==> src/rtl/seg_display_scanner_if.sv <==
// seg_display_scanner_if: register-side inputs and display-pin outputs of the scanner
interface seg_display_scanner_if #(
  parameter int NUM_DIGITS  = 8,
  parameter int BRIGHT_BITS = 4
);
  logic [4*NUM_DIGITS-1:0] value;
  logic [NUM_DIGITS-1:0]   point;
  logic [NUM_DIGITS-1:0]   enable;
  logic [BRIGHT_BITS-1:0]  brightness;
  logic                    lz_suppress;
  logic [7:0]              segment;
  logic [NUM_DIGITS-1:0]   digit;
  logic                    frame_done;
  modport master (
    output value, point, enable, brightness, lz_suppress,
    input  segment, digit, frame_done
  );
  modport slave (
    input  value, point, enable, brightness, lz_suppress,
    output segment, digit, frame_done
  );
endinterface

==> src/rtl/seg_display_scanner.sv <==
// seg_display_scanner: multiplexed common-anode 7-segment driver with PWM, LZ blanking and frame snapshots
module seg_display_scanner #(
  parameter int NUM_DIGITS  = 8,
  parameter int DIV_BITS    = 16,
  parameter int BRIGHT_BITS = 4
) (
  input logic clock,
  input logic reset,
  seg_display_scanner_if.slave bus
);
  localparam int IW = NUM_DIGITS > 1 ? $clog2(NUM_DIGITS) : 1;
  localparam logic [6:0] HEX [16] = '{
    7'h40, 7'h79, 7'h24, 7'h30, 7'h19, 7'h12, 7'h02, 7'h78,
    7'h00, 7'h10, 7'h08, 7'h03, 7'h46, 7'h21, 7'h06, 7'h0E
  };
  logic [DIV_BITS-1:0]     slot_cnt;
  logic [IW-1:0]           idx;
  logic [4*NUM_DIGITS-1:0] value_sh;
  logic [NUM_DIGITS-1:0]   point_sh;
  logic [NUM_DIGITS-1:0]   enable_sh;
  logic [NUM_DIGITS-1:0]   supp;
  logic                    lead;
  logic                    snap;
  logic                    on;
  logic [3:0]              nib;
  assign snap = slot_cnt == '0 && idx == '0;
  assign nib  = value_sh[4*idx +: 4];
  assign on   = enable_sh[idx] && !supp[idx] && slot_cnt[DIV_BITS-1 -: BRIGHT_BITS] <= bus.brightness;
  // slot timer and digit index; idx steps when the slot counter wraps
  always_ff @(posedge clock) begin
    if (!reset) begin
      slot_cnt <= '0;
      idx      <= '0;
    end else begin
      slot_cnt <= slot_cnt + 1'b1;
      if (&slot_cnt) idx <= idx == IW'(NUM_DIGITS-1) ? '0 : idx + 1'b1;
    end
  end
  // capture inputs only at the frame boundary so a frame never mixes old and new data
  always_ff @(posedge clock) begin
    if (!reset) begin
      value_sh  <= '0;
      point_sh  <= '0;
      enable_sh <= '0;
    end else if (snap) begin
      value_sh  <= bus.value;
      point_sh  <= bus.point;
      enable_sh <= bus.enable;
    end
  end
  // leading-zero run from the top digit down; digit 0 is never part of it
  always_comb begin
    supp = '0;
    lead = bus.lz_suppress;
    for (int k = NUM_DIGITS-1; k > 0; k--) begin
      lead    = lead && value_sh[4*k +: 4] == 4'h0 && !point_sh[k];
      supp[k] = lead;
    end
  end
  // registered pin drive, one cycle behind the scan state
  always_ff @(posedge clock) begin
    if (!reset) begin
      bus.segment    <= 8'hFF;
      bus.digit      <= '1;
      bus.frame_done <= 1'b0;
    end else begin
      bus.segment    <= on ? {~point_sh[idx], HEX[nib]} : 8'hFF;
      bus.digit      <= on ? ~(NUM_DIGITS'(1) << idx) : '1;
      bus.frame_done <= snap;
    end
  end
endmodule

==> src/flat_wrapper.sv <==
// flat-port wrapper written by rule: the top's interface ports become plain ports
module seg_display_scanner_flat 
#(
  parameter int NUM_DIGITS  = 8,
  parameter int DIV_BITS    = 16,
  parameter int BRIGHT_BITS = 4
)
  (clock, reset, bus_value, bus_point, bus_enable, bus_brightness, bus_lz_suppress, bus_segment, bus_digit, bus_frame_done);
  seg_display_scanner_if #(.NUM_DIGITS(NUM_DIGITS), .BRIGHT_BITS(BRIGHT_BITS)) bus_i ();
  input logic clock;
  input logic reset;
  input wire logic [$bits(bus_i.value)-1:0] bus_value;
  input wire logic [$bits(bus_i.point)-1:0] bus_point;
  input wire logic [$bits(bus_i.enable)-1:0] bus_enable;
  input wire logic [$bits(bus_i.brightness)-1:0] bus_brightness;
  input wire logic [$bits(bus_i.lz_suppress)-1:0] bus_lz_suppress;
  output wire logic [$bits(bus_i.segment)-1:0] bus_segment;
  output wire logic [$bits(bus_i.digit)-1:0] bus_digit;
  output wire logic [$bits(bus_i.frame_done)-1:0] bus_frame_done;
  assign bus_i.value = bus_value;
  assign bus_i.point = bus_point;
  assign bus_i.enable = bus_enable;
  assign bus_i.brightness = bus_brightness;
  assign bus_i.lz_suppress = bus_lz_suppress;
  assign bus_segment = bus_i.segment;
  assign bus_digit = bus_i.digit;
  assign bus_frame_done = bus_i.frame_done;
  seg_display_scanner #(.NUM_DIGITS(NUM_DIGITS), .DIV_BITS(DIV_BITS), .BRIGHT_BITS(BRIGHT_BITS)) u_core (.clock(clock), .reset(reset), .bus(bus_i));
endmodule
==> config.mk <==
export PLATFORM = sky130hd
export DESIGN_NAME = seg_display_scanner_flat
export DESIGN_NICKNAME = d
export VERILOG_FILES = /design/src/rtl/seg_display_scanner_if.sv /design/src/rtl/seg_display_scanner.sv /design/src/flat_wrapper.sv
export SDC_FILE = /design/constraint.sdc
export NUM_CORES = 1
export LEC_CHECK = 0
export CAP_MARGIN = 10
export CORE_UTILIZATION = 30
export CTS_CLUSTER_SIZE = 28
export DETAILED_ROUTE_END_ITERATION = 10
export PLACE_DENSITY = 0.49
export SYNTH_ARGS = -nofsm -noshare
export SYNTH_HDL_FRONTEND = slang
export SYNTH_SLANG_ARGS = --single-unit
==> constraint.sdc <==
create_clock -name clock -period 2.68 [get_ports clock]
set_input_delay 0.536 -clock clock [delete_from_list [all_inputs] [get_ports clock]]
set_output_delay 0.536 -clock clock [all_outputs]
set_load 0.005 [all_outputs]
==> results.ini <==
[run_status]
status=finished clean

[logic_synthesis]
synth.distinct_cells=43
syn_nets=508
seq_area_frac_synth_pct=44.4
synth_edf_count=0
synth_ff_type=dfxtp_1
syn-cell-area_sq_mm=0.00379
async_reset_ff_share_pct=0
syn_area_per_cell_sq_um=8.72
syn_inst=435
ys_seq_elements=84
yosys_warnings=0

[die]
core_sq_mm=0.0122
die_x_microns=114
row_count=40
die_area_sq_mm=0.0131
start_util_pct=31.2
die_h_microns=114
num_io_pins=72

[timing]
fin_crit_sh_pct=88.8
report.final.slew_viol_count=0
fmax_mhz=420
setup_viol=0
clock_skew_ps=5.15
worst_pin_slew_ps=681
rsz0062_at_grt=no
slew_headroom_pct=54.6
period_needed_ps=2380
hold_violations=0

[layout]
stdcell_count=673
antennaDiodeCount=0
synthToLayoutAreaGrowth_pct=31.8
drive_gt1_share_pct=7.72
final_nets=574
fill_cells=1253

[power_and_ir_drop]
power_mw=3.06
pwr-share-seq_pct=45.6
switchingPower_mw=0.760
netSwitchingFraction_pct=24.9
power.density_mw_per_mm2=612
clkPwrFrac_pct=39.7
p_leak_nw=1.92
p_comb_share_pct=14.8
internal-power_mw=2.30
peakVddDrop_v=0.000378

[placement]
placedCellCount=658
dp_hpwl_microns=6590
place_congestion=0.771
numPortBuffers=71

[worst_setup_path]
arrival_ps=2650
r2r-start=u_core.value_sh[9]$_SDFFE_PN0P_
worstPathMaxFanout=16
required_ps=2950
cp-end-kind=register
rrSetupSlack_ps=300
worstRegToRegCells=7
r2r-end=u_core.bus.segment[3]$_SDFF_PN1_
path_class=reg -> reg
cp-start-kind=register

[grt]
grt_pass1_wl_microns=15000
grt_overflow=0
grt_use_total_pct=14.7
grt_start_max_net_pins=67
antenna_found_initial=0
grt_pass1_vias=3128

[route]
route.layer.met1.wl_microns=4580
route.final.wire_length_microns=9090
wire_per_inst_microns=13.5
first_pass_iters=4
route.vias.total=3098
wl_met3_microns=244
vias_per_cell=4.60
ant_nets=0
wl_met2_microns=4150
drtIter0Drc=147
top_layer_used=met4
drcViolationCount=0

[min_path]
whs_path_depth=2
min_from=u_core.enable_sh[3]$_SDFFE_PN0P_
hold_class=reg -> reg
min_to=u_core.enable_sh[3]$_SDFFE_PN0P_

[clock_network]
ctsLongestPathBuffers=2
cts_sinks=84
cts_resized=0
clock_latency_ps=330
root_buffer=clkbuf_16
cts_setup_buffers=0
cts_hold_buf=0
h-tree-depth=3
clkTransAtPathRegs_ps=60
cts_tree=yes
cts_buffers=9

[flow_run]
cap_viol_max_count=0

[state kept, by name, summed over array words and instances (netlist names)]
| register | count |
|---|---|
| u_core.bus.frame_done | 1 |
| u_core.value_sh | 32 |
| u_core.enable_sh | 8 |
| u_core.point_sh | 8 |
| u_core.bus.digit | 8 |
| u_core.idx | 3 |
| u_core.slot_cnt | 16 |
| u_core.bus.segment | 8 |
[per-stage QoR]
stage | hold WS (ps) | area (sq um) | util, % | setup TNS (ps) | setup slack, ps
after floorplan | 428 | 3790 | - | 0 | 150
after global placement | 442 | 4710 | 38.7 | 0 | 95.2
after detailed placement | 444 | 4710 | 38.7 | -1.54 | -1.54
after CTS | 452 | 5000 | 41.1 | 0 | 281
after global routing | 472 | 5000 | 41.1 | 0 | 142
final | 452 | 5000 | 41.1 | 0 | 299
[layout by cell type (no fill, tap or decap), types with 6 or more instances in the layout]
master,netlist,routed
mux2i_1,6,6
ha_1,18,18
inv_1,13,12
buf_4,1,6
nand3_1,13,13
clkbuf_16,0,9
nand2_1,118,118
clkdlybuf4s50_1,0,71
nor2_1,22,22
xor2_1,10,10
dfxtp_1,84,84
mux4_2,11,11
a21oi_1,54,54
[cells by family (layout without fill, tap and decap cells)]
family | after synthesis | in the layout | share of synthesized area [%]
AND/OR/NAND/NOR | 188 | 188 | 22.0
flip-flops | 84 | 84 | 44.4
AO/OA/AOI/OAI | 72 | 72 | 10.8
buffers and inverters | 40 | 110 | 4.55
multiplexers | 19 | 19 | 9.11
adder cells (fa/ha/maj) | 18 | 18 | 5.94
XOR/XNOR | 14 | 14 | 3.23
[power by group through the flow]
stage          Combinational, mW  Sequential [mW]  Clock (mW)
2_1_floorplan              0.282             1.40           0
6_report                   0.452             1.39        1.21
4_1_cts                    0.461             1.39        1.25
5_1_grt                    0.510             1.40        1.30
3_3_place_gp               0.454             1.42           0
3_5_place_dp               0.458             1.42           0
[routing by layer]
layer,up-vias,global-route usage (%)
li1,1622,-
met4,0,4.68
met3,9,2.75
met1,1411,19.4
met5,-,0
met2,56,24.2
[final cells by class]
cell class	count	area, sq um	share of cell area [%]
clock buffers	11	243	4.86
clock inverters	4	50.0	1.00
inverters	15	56.3	1.13
multi-input cells	311	1940	38.8
flip-flops and latches	84	1680	33.6
well taps	168	210	4.21
repair buffers	80	816	16.3
[cell usage after synthesis, drive strengths merged, types with 4 or more instances]
cell | number | share of area, %
nand2 | 118 | 12
dfxtp | 84 | 44
a21oi | 54 | 7.1
nor2 | 22 | 2.2
clkbuf | 18 | 1.8
ha | 18 | 5.9
inv | 13 | 1.3
nand3 | 13 | 1.7
mux4 | 12 | 7.2
xor2 | 10 | 2.3
buf | 7 | 1.3
mux2i | 6 | 1.6
or4 | 6 | 1.3
o21ai | 5 | 0.66
o221ai | 5 | 1.2
and3 | 4 | 0.66
nand4 | 4 | 0.66
nor4 | 4 | 0.66
xnor2 | 4 | 0.92
[critical path: stages (launching register included)]
cell,delay [ps]
dfxtp_1,330
or4_4,540
o41ai_2,270
a21oi_1,90
or4_1,560
and3_1,240
buf_12,150
or2b_1,140
[worst max path at each step]
stage	startpoint	to
floorplan	u_core.idx[1]$_SDFFE_PN0P_	u_core.bus.segment[0]$_SDFF_PN1_
global placement	bus_brightness[1]	u_core.bus.segment[3]$_SDFF_PN1_
detailed placement	bus_brightness[1]	u_core.bus.segment[3]$_SDFF_PN1_
CTS	u_core.idx[1]$_SDFFE_PN0P_	u_core.bus.segment[0]$_SDFF_PN1_
global route	u_core.idx[1]$_SDFFE_PN0P_	u_core.bus.segment[3]$_SDFF_PN1_
finish	u_core.value_sh[9]$_SDFFE_PN0P_	u_core.bus.segment[3]$_SDFF_PN1_
Note: power is estimated with default switching activity, not from simulation.
==> variant (same settings) <==
`DIV_BITS` is set to 16 in 2 places; all go to 14.
--- a/src/rtl/seg_display_scanner.sv
+++ b/src/rtl/seg_display_scanner.sv
@@ -1,7 +1,7 @@
 // seg_display_scanner: multiplexed common-anode 7-segment driver with PWM, LZ blanking and frame snapshots
 module seg_display_scanner #(
   parameter int NUM_DIGITS  = 8,
-  parameter int DIV_BITS    = 16,
+  parameter int DIV_BITS    = 14,
   parameter int BRIGHT_BITS = 4
 ) (
   input logic clock,
--- a/src/flat_wrapper.sv
+++ b/src/flat_wrapper.sv
@@ -2,7 +2,7 @@
 module seg_display_scanner_flat 
 #(
   parameter int NUM_DIGITS  = 8,
-  parameter int DIV_BITS    = 16,
+  parameter int DIV_BITS    = 14,
   parameter int BRIGHT_BITS = 4
 )
   (clock, reset, bus_value, bus_point, bus_enable, bus_brightness, bus_lz_suppress, bus_segment, bus_digit, bus_frame_done);
Check against the original RTL: no difference found for any inputs over 10 cycles, from zero or initial values and one cycle with reset low; that may be too few to reach the edited logic, so the function may still have changed.
==> variant against the original RTL <==
Wire length is 1.1% higher; final area increased by 1.4%; fmax grew 3.4%; global-route usage up 0.26 points; sequential cell count is 2 lower; die area up 1.9%; area after synthesis up 1.9%; first-iteration DRC count fell by 13%; cell count fell by 0.89%; sequential share of layout area is 1.2 points lower; total power increased by 0.98%; worst setup slack better by 78 ps.
==> variant: results (changes against the original RTL) <==
[outcome]
outcome=completed

[place]
post-dp-hpwl_um=6918  ; +5.0%
placed_area_mm2=0.004760  ; +1.1%
gp_congestion=0.7662  ; -0.67%
place_inst=653  ; -0.76%
place_ws_ps=9.943  ; +11.48 ps

[sta]
finClkSkew_ps=7.469  ; +2.319 ps
fin_ws_ps=377.2  ; +78.06 ps
hold_slack_ps=461.0  ; +8.954 ps
relSlewSlack_pct=67.06  ; +12 points

[drt]
first_iter_violations=128  ; -13%
via_count=3077  ; -0.68%
dr.pass1.iters=5  ; +1
met3_wirelength_um=388  ; +59%
vias_per_cell=4.613  ; +0.22%
met1Wirelength_um=4420  ; -3.6%
wl_met2_um=4241  ; +2.3%

[finish]
buf_share_pct=15.75  ; -0.57 points
drive_gt1_share_pct=7.879  ; +0.16 points
nets=565  ; -1.6%
multi_input_gates=305  ; -1.9%
multi_input_area_share_pct=40.57  ; +1.7 points
reg_top3=u_core.value_sh (32), u_core.slot_cnt (14)
seq_share_pct=32.39  ; -1.2 points

[global_route]
grt_use_met1_pct=19.25  ; -0.18 points
grt_use_total_pct=14.94  ; +0.26 points
grtUsageMet3_pct=3.609  ; +0.86 points
grt_pass1_vias=3040  ; -2.8%
grt_start_max_net_pins=50  ; -25%
grt_first_pass_wirelength_um=15310  ; +2.3%

[synthesis]
ys_seq_area_share_pct=42.47  ; -1.9 points
synth_seq_cells=82  ; -2.4%
synth.top_cell.area_share_pct=42.47  ; -1.9 points
yosys-top-cells-count=123 x nand2_1, 82 x dfxtp_1, 50 x a21boi_0, 18 x clkbuf_1, 18 x ha_1
synth_nets=499  ; -1.8%
synth.avg_cell_area_um2=9.073  ; +4.1%
synth_area_leaders=dfxtp_1 42%, nand2_1 12%, a21boi_0 9.7%

[min_path]
min_from=u_core.enable_sh[5]
whs_endpoint=u_core.enable_sh[5]

[critical_path]
cp.arrival_ps=2520  ; -130 ps
r2r_slack_ps=380  ; +80 ps
crit_fanout=8  ; -8
critPathMaxStageDelay_ps=600  ; +40 ps
cpMaxStageDelayCell=mux4_1

[cts]
htreeDepth=3  ; unchanged

[pwr]
p_leak_nw=1.976  ; +3.0%
powerDensity_mw_per_mm2=609.1  ; -0.39%
irDropWorstVdd_mv=0.2873  ; -24%

-- variant: where the power goes --
part	internal, mW	total (mW)	switching [mW]
logic	0.220	0.429	0.209
clock network	0.830	1.30	0.467
registers	1.30	1.36	0.0617
total	2.35	3.09	0.738
-- variant: worst max-delay path: cells and delay by family, from the launching register on --
kind | cells | cell delay, ps
AOI/OAI and AO/OA | 1 | 80
muxes | 1 | 600
adders and majority gates | 1 | 280
DFF | 1 | 540
and+or+nand+nor | 4 | 690
-- variant: kinds of logic after synthesis --
| kind of cell | Yosys count | synth area share, % |
|---|---|---|
| AOI/OAI and AO/OA | 72 | 14.15 |
| xor gates and xnor gates | 12 | 2.719 |
| adders and majority gates | 18 | 5.827 |
| buffers and inverters | 39 | 4.337 |
| DFF | 82 | 42.47 |
| muxes | 18 | 8.741 |
| and+or+nand+nor | 185 | 21.75 |
